## config.mk

```make
export PLATFORM = sky130hd
export DESIGN_NAME = dcache_refill_ctrl_flat
export DESIGN_NICKNAME = d
export VERILOG_FILES = /design/src/rtl/dcache_refill_if.sv /design/src/rtl/dcache_refill_ctrl.sv /design/src/flat_wrapper.sv
export SDC_FILE = /design/constraint.sdc
export NUM_CORES = 1
export LEC_CHECK = 0
export BUFFER_PORTS_ARGS = -buffer_cell sky130_fd_sc_hd__buf_2
export CORE_ASPECT_RATIO = 1.75
export CORE_MARGIN = 2
export CORE_UTILIZATION = 48
export DETAILED_ROUTE_END_ITERATION = 8
export PLACE_DENSITY = 0.81
export SLEW_MARGIN = 10
export SYNTH_ARGS = -nofsm -noshare
export SYNTH_HDL_FRONTEND = slang
export SYNTH_SLANG_ARGS = --single-unit
```

## constraint.sdc

```tcl
create_clock -name CLK -period 2.6 [get_ports CLK]
set_clock_uncertainty 0.05 [all_clocks]
set_input_delay 0.13 -clock CLK [delete_from_list [all_inputs] [get_ports CLK]]
set_output_delay 0.13 -clock CLK [all_outputs]
set_load 0.01 [all_outputs]
```

## src/rtl/dcache_refill_if.sv

```systemverilog
// dcache_refill_if: miss, cache-fetch, victim and main-memory signals of the data-cache refill controller.
interface dcache_refill_if #(
    parameter int ADDR_W = 20,
    parameter int DATA_W = 32
);
    logic              miss_valid;
    logic [ADDR_W-1:0] miss_addr;
    logic              busy;
    logic              done;
    logic              err;
    logic              cache_fetch;
    logic [ADDR_W-1:0] cache_addr;
    logic [DATA_W-1:0] cache_wdata;
    logic [15:0]       evict_tag;
    logic [DATA_W-1:0] evict_data;
    logic              mem_req;
    logic              mem_we;
    logic [ADDR_W-1:0] mem_addr;
    logic [DATA_W-1:0] mem_wdata;
    logic              mem_ack;
    logic [DATA_W-1:0] mem_rdata;

    modport master (
        input  miss_valid, miss_addr, evict_tag, evict_data, mem_ack, mem_rdata,
        output busy, done, err, cache_fetch, cache_addr, cache_wdata,
               mem_req, mem_we, mem_addr, mem_wdata
    );

    modport slave (
        output miss_valid, miss_addr, evict_tag, evict_data, mem_ack, mem_rdata,
        input  busy, done, err, cache_fetch, cache_addr, cache_wdata,
               mem_req, mem_we, mem_addr, mem_wdata
    );
endinterface

```

## src/rtl/dcache_refill_ctrl.sv

```systemverilog
// dcache_refill_ctrl: reads a missing word from memory, installs it in the cache and
// writes back a valid dirty victim, with a per-transaction memory timeout.
module dcache_refill_ctrl #(
    parameter int ADDR_W    = 20,
    parameter int DATA_W    = 32,
    parameter int EVICT_LAT = 2,
    parameter int MEM_TMO   = 255
) (
    input logic           CLK,
    input logic           RST_N,
    dcache_refill_if.master bus
);
    localparam int CW = $clog2(MEM_TMO + EVICT_LAT + 1);

    typedef enum logic [2:0] {IDLE, RD, FILL, EVWAIT, WB, DONE} state_t;

    state_t            state, state_n;
    logic [CW-1:0]     cnt;
    logic [ADDR_W-1:0] addr_q, wb_addr_q;
    logic [DATA_W-1:0] rdata_q, ev_data_q;
    logic              err_q, tmo, ev_last, unused_bits;

    // one counter serves both the memory timeout and the victim-latency wait; it restarts on every state change
    assign ev_last     = state == EVWAIT && cnt == CW'(EVICT_LAT - 1);
    assign tmo         = (state == RD || state == WB) && !bus.mem_ack && cnt == CW'(MEM_TMO - 1);
    assign unused_bits = ^{bus.evict_tag[15:14], bus.evict_tag[11:10]};

    always_comb begin
        state_n = state;
        case (state)
            IDLE:    state_n = bus.miss_valid ? RD : IDLE;
            RD:      state_n = bus.mem_ack ? FILL : tmo ? DONE : RD;
            FILL:    state_n = EVWAIT;
            EVWAIT:  state_n = !ev_last ? EVWAIT : (bus.evict_tag[13] & bus.evict_tag[12]) ? WB : DONE;
            WB:      state_n = (bus.mem_ack || tmo) ? DONE : WB;
            default: state_n = IDLE;
        endcase
    end

    always_ff @(posedge CLK or negedge RST_N) begin
        if (!RST_N) begin
            state     <= IDLE;
            cnt       <= '0;
            addr_q    <= '0;
            wb_addr_q <= '0;
            rdata_q   <= '0;
            ev_data_q <= '0;
            err_q     <= 1'b0;
        end else begin
            state <= state_n;
            cnt   <= (state_n != state || state == IDLE) ? '0 : cnt + 1'b1;
            if (state == IDLE && bus.miss_valid) begin
                addr_q <= bus.miss_addr & ~ADDR_W'(3);
                err_q  <= 1'b0;
            end
            if (state == RD && bus.mem_ack)
                rdata_q <= bus.mem_rdata;
            if (ev_last) begin
                ev_data_q <= bus.evict_data;
                wb_addr_q <= ADDR_W'({bus.evict_tag[9:0], addr_q[9:2], 2'b00});
            end
            if (tmo)
                err_q <= 1'b1;
        end
    end

    assign bus.busy        = state != IDLE;
    assign bus.done        = state == DONE;
    assign bus.err         = state == DONE && err_q;
    assign bus.cache_fetch = state == FILL;
    assign bus.cache_addr  = addr_q;
    assign bus.cache_wdata = rdata_q;
    assign bus.mem_req     = state == RD || state == WB;
    assign bus.mem_we      = state == WB;
    assign bus.mem_addr    = state == WB ? wb_addr_q : addr_q;
    assign bus.mem_wdata   = ev_data_q;
endmodule
```

## src/flat_wrapper.sv

```systemverilog
// flat-port wrapper written by rule: the top's interface ports become plain ports
module dcache_refill_ctrl_flat 
#(
    parameter int ADDR_W    = 20,
    parameter int DATA_W    = 32,
    parameter int EVICT_LAT = 2,
    parameter int MEM_TMO   = 255
)
  (CLK, RST_N, bus_miss_valid, bus_miss_addr, bus_evict_tag, bus_evict_data, bus_mem_ack, bus_mem_rdata, bus_busy, bus_done, bus_err, bus_cache_fetch, bus_cache_addr, bus_cache_wdata, bus_mem_req, bus_mem_we, bus_mem_addr, bus_mem_wdata);
  dcache_refill_if #(.ADDR_W(ADDR_W), .DATA_W(DATA_W)) bus_i ();
  input logic CLK;
  input logic RST_N;
  input wire logic [$bits(bus_i.miss_valid)-1:0] bus_miss_valid;
  input wire logic [$bits(bus_i.miss_addr)-1:0] bus_miss_addr;
  input wire logic [$bits(bus_i.evict_tag)-1:0] bus_evict_tag;
  input wire logic [$bits(bus_i.evict_data)-1:0] bus_evict_data;
  input wire logic [$bits(bus_i.mem_ack)-1:0] bus_mem_ack;
  input wire logic [$bits(bus_i.mem_rdata)-1:0] bus_mem_rdata;
  output wire logic [$bits(bus_i.busy)-1:0] bus_busy;
  output wire logic [$bits(bus_i.done)-1:0] bus_done;
  output wire logic [$bits(bus_i.err)-1:0] bus_err;
  output wire logic [$bits(bus_i.cache_fetch)-1:0] bus_cache_fetch;
  output wire logic [$bits(bus_i.cache_addr)-1:0] bus_cache_addr;
  output wire logic [$bits(bus_i.cache_wdata)-1:0] bus_cache_wdata;
  output wire logic [$bits(bus_i.mem_req)-1:0] bus_mem_req;
  output wire logic [$bits(bus_i.mem_we)-1:0] bus_mem_we;
  output wire logic [$bits(bus_i.mem_addr)-1:0] bus_mem_addr;
  output wire logic [$bits(bus_i.mem_wdata)-1:0] bus_mem_wdata;
  assign bus_i.miss_valid = bus_miss_valid;
  assign bus_i.miss_addr = bus_miss_addr;
  assign bus_i.evict_tag = bus_evict_tag;
  assign bus_i.evict_data = bus_evict_data;
  assign bus_i.mem_ack = bus_mem_ack;
  assign bus_i.mem_rdata = bus_mem_rdata;
  assign bus_busy = bus_i.busy;
  assign bus_done = bus_i.done;
  assign bus_err = bus_i.err;
  assign bus_cache_fetch = bus_i.cache_fetch;
  assign bus_cache_addr = bus_i.cache_addr;
  assign bus_cache_wdata = bus_i.cache_wdata;
  assign bus_mem_req = bus_i.mem_req;
  assign bus_mem_we = bus_i.mem_we;
  assign bus_mem_addr = bus_i.mem_addr;
  assign bus_mem_wdata = bus_i.mem_wdata;
  dcache_refill_ctrl #(.ADDR_W(ADDR_W), .DATA_W(DATA_W), .EVICT_LAT(EVICT_LAT), .MEM_TMO(MEM_TMO)) u_core (.CLK(CLK), .RST_N(RST_N), .bus(bus_i));
endmodule
```

==> reports/results.ini <==
[outcome]
outcome = completed

[setup_path]
max_stage_delay_ps = 500
crit-reg2reg-capture = u_core.bus.mem_wdata[18]$_DFFE_PN0P_
cp_num_buf_inv = 2
reg2reg_depth = 7
cp_top_family = simple AND/OR/NAND/NOR gates
slowest_stage = or4b_1
startpoint_type = flop
worstSetupPathType = flop to flop
reg2reg_slack_ps = 90
r2r-start = u_core.cnt[1]$_DFF_PN0_
cp-end-kind = flop
cp.arrival_ps = 2740
cp_data_required_time_ps = 2830
critical_path.cell_chain = inv_1 -> ha_1 -> or4b_1 -> or3_1 -> or2_4 -> buf_12 -> mux2_4
cp_max_fo = 28

[yosys]
synth-async-reset-ratio_pct = 100
synth_top_area_cell = dfrtp_1
ys.flop_type = dfrtp_1
syn_area_sq_mm = 0.00495
yosysSeqAreaShare_pct = 57.1
ys_ff_latch = 113
synth_cell_type_count = 39
synth_top_area_share_pct = 57.1
avgSynthCellArea_sq_um = 13.9
synth.most_common_cell = dfrtp_1
synth-edff-count = 0
netlist_instances = 356
synth.area.top_cells = dfrtp_1 57%, mux2_4 15%, mux2_2 11%
ys_top_cells_by_count = 113 x dfrtp_1, 57 x nand2_1, 50 x mux2_2, 50 x mux2_4, 13 x nor2_1
ys.warnings.count = 0

[sta]
rsz0062_at_grt = false
finalHoldViolCount = 0
fmax_mhz = 399
fin_crit_ps = 2510
fin_tns_setup_ps = 0
setup_viol = 0
finalMaxSlewViolations = 0
relSlewSlack_pct = 65.9
period_share_pct = 96.4
worst_pin_slew_ps = 510

[route]
vias_per_cell = 4.93
wl_met1_um = 4990
drcViolationCount = 0
num_vias = 3972
dr_wl_met2_um = 7600
initialDrtViolationCount = 181
wire_per_inst_um = 17.2
ant_nets = 0
firstDrtPassIters = 4
wl_um = 13900
highest_layer = met4
met3_length_um = 765

[clocking]
cts_buffers = 17
cts_root_buffer = clkbuf_16
insertion_delay_ps = 400
clk_pin_slew_ps = 50
htreeDepth = 4
ctsLongestPathBuffers = 2
cts_tree = yes
clkSinkCount = 113
post_cts_buffers = 0

[grt]
grt_pass1_vias = 4365
grt_start_max_net_pins = 51
antenna_found_initial = 1
grt_use_total_pct = 25.7
grt_pass1_wl_um = 21800
grt_overflow = 0

[power_and_ir_drop]
pwr-share-clk_pct = 25.1
internal-power_w = 0.00615
power.density_mw_per_mm2 = 1210
sw_frac_of_total_pct = 32.9
max-vdd-ir-drop_mv = 0.761
leakage_nw = 3.91
pwr-share-comb_pct = 40.2
seq_power_share_pct = 34.7
p_sw_w = 0.00302

[floorplanning]
die_w_um = 80.8
ios = 214
row_count = 49
initial_core_util_pct = 48.6
dieArea_sq_mm = 0.0112
die_height_um = 138
core-area_sq_mm = 0.0102

[final_layout]
fin_cells = 805
utilization_pct = 74.8
drive_gt1_share_pct = 51.2
fin_nets = 771
multi_input_comb_area_sq_mm = 0.00194
fillers = 667
seq_area_sq_mm = 0.00283
area_growth_pct = 53.7

[worst_hold_path]
worst_hold_path_type = input pin to async pin

[placement]
dp_hpwl_um = 8030
dp.cells = 678
gp_congestion = 0.839
portBuffers = 203

[run]
drv_cap = 0

[registers in the layout, indices dropped and copies added, names as in the netlist]
register / count
u_core.bus.mem_wdata: 32
u_core.bus.cache_addr: 18
u_core.err_q: 1
u_core.wb_addr_q: 18
u_core.cnt: 9
u_core.bus.cache_wdata: 32
u_core.state: 3
[layer usage]
| layer | up-vias | global-route usage [%] |
|---|---|---|
| met3 | 39 | 6.33 |
| li1 | 1833 | - |
| met2 | 171 | 46.0 |
| met5 | - | 0 |
| met1 | 1929 | 26.9 |
| met4 | 0 | 13.0 |
[worst register-to-register path, stage by stage, from the launching register on]
cell and delay, ps:
dfrtp_1 380, inv_1 60, ha_1 150, or4b_1 500
or3_1 430, or2_4 300, buf_12 190, mux2_4 340
[power groups by stage]
stage | Clock (W) | Sequential [W] | Combinational, W
2_1_floorplan | 0 | 0.00340 | 0.00194
3_3_place_gp | 0 | 0.00310 | 0.00339
3_5_place_dp | 0 | 0.00315 | 0.00350
4_1_cts | 0.00234 | 0.00314 | 0.00364
5_1_grt | 0.00242 | 0.00329 | 0.00397
6_report | 0.00230 | 0.00319 | 0.00369
[layout by cell type (no fill, tap or decap), types with 2 or more instances in the layout]
| master | netlist | final |
|---|---|---|
| a31oi_1 | 2 | 2 |
| dfrtp_1 | 113 | 113 |
| nor2_1 | 13 | 11 |
| ha_1 | 3 | 3 |
| or3_1 | 2 | 2 |
| and2_1 | 2 | 2 |
| buf_4 | 4 | 7 |
| nor2b_1 | 2 | 2 |
| mux2_4 | 50 | 50 |
| dlygate4sd3_1 | 0 | 94 |
| clkinvlp_4 | 0 | 2 |
| xnor2_1 | 2 | 2 |
| clkbuf_16 | 0 | 17 |
| conb_1 | 1 | 4 |
| diode_2 | 0 | 2 |
| clkinv_2 | 0 | 6 |
| buf_12 | 5 | 3 |
| xor2_1 | 6 | 6 |
| inv_1 | 6 | 6 |
| bufinv_16 | 0 | 3 |
| nand2_1 | 57 | 57 |
| mux2_2 | 50 | 50 |
| and3_1 | 3 | 3 |
| clkbuf_1 | 9 | 2 |
| buf_2 | 1 | 202 |
| nand3_1 | 6 | 6 |
[layout make-up]
type | count | area share, %
well taps | 127 | 2.09
multi-input cells | 219 | 25.5
flip-flops and latches | 113 | 37.2
clock inverters | 11 | 1.83
diodes | 2 | 0.0658
clock buffers | 20 | 5.87
inverters | 7 | 0.362
repair buffers | 306 | 27.1
[how the worst max path moves through the flow]
stage | slack (ps) | endpoint | depth (start not counted) | start
2_1_floorplan | 210 | u_core.bus.mem_wdata[0]$_DFFE_PN0P_ | 8 | u_core.cnt[1]$_DFF_PN0_
3_3_place_gp | 210 | u_core.bus.mem_wdata[22]$_DFFE_PN0P_ | 7 | u_core.cnt[1]$_DFF_PN0_
3_5_place_dp | 180 | u_core.bus.mem_wdata[21]$_DFFE_PN0P_ | 7 | u_core.cnt[1]$_DFF_PN0_
4_1_cts | 100 | u_core.bus.mem_wdata[21]$_DFFE_PN0P_ | 7 | u_core.cnt[1]$_DFF_PN0_
5_1_grt | 3 | bus_mem_addr[8] | 5 | u_core.state[2]$_DFF_PN0_
6_report | 90 | u_core.bus.mem_wdata[18]$_DFFE_PN0P_ | 7 | u_core.cnt[1]$_DFF_PN0_
[stage by stage]
stage               area, sq um  power (W)  hold WS (ps)  setup slack [ps]
floorplan                  4960    0.00534          -216               212
global placement           6080    0.00650          28.9               211
detailed placement         6080    0.00665          44.3               179
CTS                        7600    0.00913           132               105
global route               7610    0.00967           185              2.88
finish                     7610    0.00917           159              94.6
[kinds of logic after synthesis]
group / share of synthesized area (%)
buf+inv: 4.17
fa+ha+maj: 0.758
compound gates: 1.34
other cells: 0.0758
mux: 26.5
xor+xnor: 1.42
flops: 57.1
simple gates: 8.57
[repair_timing]
item / in CTS / in global routing
gates resized for setup: 1 / 0
hold buffers: 94 / 0
endpoints found under the setup margin: 18 / 0
hold endpoints to repair: 123 / 0
No activity file was read; power rests on OpenSTA's default activity.
